===== config.mk =====
export PLATFORM = sky130hd
export DESIGN_NAME = rd_ptr_ctrl
export DESIGN_NICKNAME = d
export VERILOG_FILES = /design/src/rtl/fifo_pkg.sv /design/src/rtl/sync_ff_chain.sv /design/src/rtl/rd_ptr_ctrl.sv
export SDC_FILE = /design/constraint.sdc
export NUM_CORES = 1
export LEC_CHECK = 0
export BUFFER_PORTS_ARGS = -buffer_cell sky130_fd_sc_hd__buf_4
export CORE_MARGIN = 4
export CORE_UTILIZATION = 50
export DETAILED_ROUTE_END_ITERATION = 10
export PLACE_DENSITY = 0.76
export SKIP_CTS_REPAIR_TIMING = 1
export SLEW_MARGIN = 0
export SYNTH_ARGS = -nofsm -noshare
export SYNTH_HDL_FRONTEND = slang
export SYNTH_SLANG_ARGS = --single-unit

===== constraint.sdc =====
create_clock -name CLK_r -period 4.5 [get_ports CLK_r]
set_input_delay 0 -clock CLK_r [delete_from_list [all_inputs] [get_ports CLK_r]]
set_output_delay 0 -clock CLK_r [all_outputs]
set_load 0.05 [all_outputs]

===== src/rtl/fifo_pkg.sv =====
// Shared async-FIFO helpers: Gray/binary pointer conversion used by both pointer controllers.
package fifo_pkg;

  localparam int unsigned CONV_W = 32;

  typedef logic [CONV_W-1:0] conv_t;

  // Zero-extended operands convert correctly, so callers cast to/from their pointer width.
  function automatic conv_t bin2gray(input conv_t b);
    return b ^ (b >> 1);
  endfunction

  function automatic conv_t gray2bin(input conv_t g);
    conv_t b;
    b = g;
    for (int i = CONV_W - 2; i >= 0; i--) begin
      b[i] = b[i+1] ^ g[i];
    end
    return b;
  endfunction

endpackage


===== src/rtl/sync_ff_chain.sv =====
// Multi-flop synchroniser for a Gray-coded pointer crossing clock domains.
module sync_ff_chain #(
  parameter int unsigned WIDTH  = 7,
  parameter int unsigned STAGES = 2
) (
  input  logic             clk,
  input  logic             rst_n,
  input  logic [WIDTH-1:0] d,
  output logic [WIDTH-1:0] q
);

  logic [WIDTH-1:0] stage_q [STAGES];

  always_ff @(posedge clk or negedge rst_n) begin
    if (!rst_n) begin
      for (int i = 0; i < int'(STAGES); i++) begin
        stage_q[i] <= '0;
      end
    end else begin
      stage_q[0] <= d;
      for (int i = 1; i < int'(STAGES); i++) begin
        stage_q[i] <= stage_q[i-1];
      end
    end
  end

  assign q = stage_q[STAGES-1];

endmodule


===== src/rtl/rd_ptr_ctrl.sv =====
// Read-side pointer and status controller for the async FIFO; every status output is
// derived from the synchronised write pointer and the next read pointer, then registered.
module rd_ptr_ctrl
  import fifo_pkg::*;
#(
  parameter int unsigned ADDR_SIZE   = 6,
  parameter int unsigned SYNC_STAGES = 2,
  parameter int unsigned AE_THRESH   = 4
) (
  input  logic                 CLK_r,
  input  logic                 RST_n_r,
  input  logic                 EN_r,
  input  logic                 Clr_Err,
  input  logic [ADDR_SIZE:0]   G_W_address,
  output logic                 Empty,
  output logic                 Almost_Empty,
  output logic [ADDR_SIZE:0]   Rd_Count,
  output logic                 Underflow,
  output logic                 Rd_Ack,
  output logic [ADDR_SIZE-1:0] R_addr,
  output logic [ADDR_SIZE:0]   B_R_address,
  output logic [ADDR_SIZE:0]   G_R_address
);

  localparam int unsigned   PW       = ADDR_SIZE + 1;
  localparam logic [PW-1:0] AE_LIMIT = PW'(AE_THRESH);

  if (SYNC_STAGES < 2) begin : g_bad_sync_stages
    $error("rd_ptr_ctrl: SYNC_STAGES must be at least 2");
  end
  if (AE_THRESH >= (32'd1 << ADDR_SIZE)) begin : g_bad_ae_thresh
    $error("rd_ptr_ctrl: AE_THRESH must be below the FIFO depth");
  end

  logic [PW-1:0] wq;
  logic [PW-1:0] wq_bin;
  logic [PW-1:0] rd_next;
  logic [PW-1:0] gray_next;
  logic [PW-1:0] cnt_next;
  logic          underflow_next;

  sync_ff_chain #(
    .WIDTH  (PW),
    .STAGES (SYNC_STAGES)
  ) u_wptr_sync (
    .clk   (CLK_r),
    .rst_n (RST_n_r),
    .d     (G_W_address),
    .q     (wq)
  );

  assign Rd_Ack = EN_r & ~Empty;
  assign R_addr = B_R_address[ADDR_SIZE-1:0];

  // Next-state status; the extra pointer MSB lets a modular subtract reach the full depth.
  always_comb begin
    wq_bin         = PW'(gray2bin(CONV_W'(wq)));
    rd_next        = B_R_address + PW'(Rd_Ack);
    gray_next      = PW'(bin2gray(CONV_W'(rd_next)));
    cnt_next       = wq_bin - rd_next;
    underflow_next = (EN_r & Empty) | (Underflow & ~Clr_Err);
  end

  always_ff @(posedge CLK_r or negedge RST_n_r) begin
    if (!RST_n_r) begin
      B_R_address  <= '0;
      G_R_address  <= '0;
      Empty        <= 1'b1;
      Almost_Empty <= 1'b1;
      Rd_Count     <= '0;
      Underflow    <= 1'b0;
    end else begin
      B_R_address  <= rd_next;
      G_R_address  <= gray_next;
      Empty        <= (gray_next == wq);
      Rd_Count     <= cnt_next;
      Almost_Empty <= (cnt_next <= AE_LIMIT);
      Underflow    <= underflow_next;
    end
  end

endmodule


==> impl_metrics.yaml <==
global_route:
  grt_max_degree: 38
  grt_use_total: 0.155
  grt_pass1_wl_um: 5030
  grt_pass1_vias: 1107
  antenna_found_initial: 0
  overflow: 0
routing:
  wl_per_cell_um: 13.0
  vias: 1082
  dr.pass1.iters: 4
  wl_um: 2950
  drc: 0
  drt_iter0_drc: 30
  ant_nets: 0
  avgViaCountPerCell: 4.77
timing:
  fin_crit_ns: 3.35
  max_slew_margin: 0.460
  worst_slew_pin_slew_ns: 0.807
  finalHoldViolations: 0
  final.setup.worst_slack_ns: 1.15
  finClkSkew_ns: 0.0126
  min_period_over_period: 0.744
  rsz0062_at_grt: "no"
  finalSetupViolCount: 0
  maxSlewViolCount: 0
  tns_ns: 0
  fmax_ghz: 0.298
synth:
  syn_avg_cell_area_um2: 13.0
  ys_warn_count: 0
  ys_seq_area_frac: 0.547
  ys_seq_elements: 37
  syn_inst: 131
  syn_nets: 151
  synth_cell_types: 36
  netlist_area_um2: 1700
finish:
  fill_cells: 243
  nets: 202
  final_area_um2: 2200
  synthToLayoutAreaGrowth_pct: 29.4
  diodes: 0
  layout-drive-gt1-share: 0.317
critical_path:
  cp_top_family: "XOR/XNOR gates"
  crit_required_ns: 4.74
  r2r_slack_ns: 1.15
  max_stage_delay_ns: 0.50
  crit_arrival_ns: 3.59
  slowest_stage: "xor3_2"
  crit_path_start_kind: "register"
  cp_num_buf_inv: 2
  path_class: "register to register"
  worstSetupEndpointType: "register"
  path_cells: "xor3_2 -> xnor3_2 -> xnor2_1 -> xnor2_1 -> ha_1 -> inv_1 -> fa_1 -> inv_1 -> maj3_2 -> o21bai_1 -> xor2_1 -> nor4_2"
  cp_max_fo: 6
die:
  die_w_um: 66.3
  dieArea_um2: 4390
  std_cell_rows: 20
  start_util: 0.538
  die_h_um: 66.3
  io_pins: 42
  core_um2: 3150
clocking:
  clock_latency_ns: 0.33
  htreeDepth: 2
  clockBufferDepth: 2
  path_clk_slew_ns: 0.11
  clock-sinks: 37
  root_buffer: "clkbuf_4"
  tritoncts: "yes"
  numCtsBuffers: 5
placement:
  io_buffers: 41
  pre_cts_ws_ns: 1.18
  hpwlAfterDp_um: 2200
  place_congestion: 0.767
  place_area_um2: 2010
run:
  maxCapViolCount: 0
status:
  status: "finished clean"
worst_hold_path:
  hp-class: "primary input to asynchronous set/reset pin"
-- per-layer routing --
layer / track usage / share of wire
met4: 0.0533 / 0.016
met5: 0 / 0
met1: 0.185 / 0.39
met3: 0.0544 / 0.085
met2: 0.258 / 0.50
-- through the flow --
step,hold slack (ns),cells,util
after floorplan,-0.296,131,-
after global placement,-0.0263,209,0.637
after detailed placement,-0.0194,209,0.637
after CTS,-0.401,217,0.665
after global routing,0.159,227,0.697
final,0.145,227,0.697
-- layout by cell type (no fill, tap or decap), types with 2 or more instances in the layout --
cell and instances:
dfrtp_1 35, ha_1 8, nor2_1 2, o21bai_1 2, nand2b_1 2, inv_1 10, xor2_1 14, buf_4 41
dfstp_2 2, a21oi_1 2, nand3_1 4, nand2_1 5, clkbuf_4 5, xnor2_1 15, dlygate4sd3_1 10
-- synthesized netlist by cell type --
| master | instances | area share |
|---|---|---|
| dfrtp_1 | 35 | 0.52 |
| xnor2_1 | 15 | 0.077 |
| xor2_1 | 14 | 0.072 |
| inv_1 | 10 | 0.022 |
| ha_1 | 8 | 0.059 |
| buf_4 | 7 | 0.031 |
| nand2_1 | 5 | 0.011 |
| nand3_1 | 4 | 0.012 |
| a21oi_1 | 2 | 0.0059 |
| dfstp_2 | 2 | 0.031 |
| nand2b_1 | 2 | 0.0074 |
| nor2_1 | 2 | 0.0044 |
| o21bai_1 | 2 | 0.0088 |
| a211oi_1 | 1 | 0.0044 |
| a21o_1 | 1 | 0.0044 |
| a22o_1 | 1 | 0.0052 |
| a31o_2 | 1 | 0.0052 |
| a31oi_1 | 1 | 0.0037 |
| and2_1 | 1 | 0.0037 |
| and3_1 | 1 | 0.0037 |
| and4_1 | 1 | 0.0052 |
| fa_1 | 1 | 0.012 |
| maj3_1 | 1 | 0.0059 |
| maj3_2 | 1 | 0.0066 |
| mux2i_1 | 1 | 0.0059 |
| nor2b_1 | 1 | 0.0037 |
| nor3_1 | 1 | 0.0029 |
| nor4_1 | 1 | 0.0037 |
| nor4_2 | 1 | 0.0074 |
| o211ai_1 | 1 | 0.0044 |
| o21ai_0 | 1 | 0.0029 |
| o21ai_2 | 1 | 0.0052 |
| or3_2 | 1 | 0.0044 |
| xnor3_1 | 1 | 0.013 |
| xnor3_2 | 1 | 0.014 |
| xor3_2 | 1 | 0.015 |
-- final timing paths --
path,endpoint,depth (start not counted),from
worst max-delay path,Almost_Empty,12,u_wptr_sync.q[6]
worst min-delay path,G_R_address[0],2,RST_n_r
worst max register to register,Almost_Empty,12,u_wptr_sync.q[6]
worst min register to register,u_wptr_sync.q[0],0,u_wptr_sync.stage_q[7]
max in group asynchronous,Almost_Empty,2,RST_n_r
min in group CLK_r,B_R_address[0],3,EN_r
-- logic make-up after synthesis --
logic type	synth area share
multiplexers	0.00590
XOR/XNOR	0.192
flip-flops	0.547
adder cells (fa/ha/maj)	0.0833
buffers and inverters	0.0531
AO/OA/AOI/OAI	0.0501
AND/OR/NAND/NOR	0.0693
-- registers in the layout (all words and copies together), names as in the netlist --
signal / cells
B_R_address: 7
Rd_Count: 7
u_wptr_sync.q: 7
u_wptr_sync.stage_q: 7
G_R_address: 6
Almost_Empty: 1
Empty: 1
Underflow: 1
-- area by class of cell --
cell class                 count  area (um2)  area share
tap                           44        55.1      0.0251
inverter                      10        37.5      0.0171
sequential                    37         928       0.423
clock buffer                   6        51.3      0.0233
multi-input combinational     77         679       0.309
timing repair buffer          51         408       0.186
clock inverter                 2        37.5      0.0171
Power is left out: the tool's default activity adds up to more than one toggle a clock period on the data nets, which glitch-free logic cannot reach.
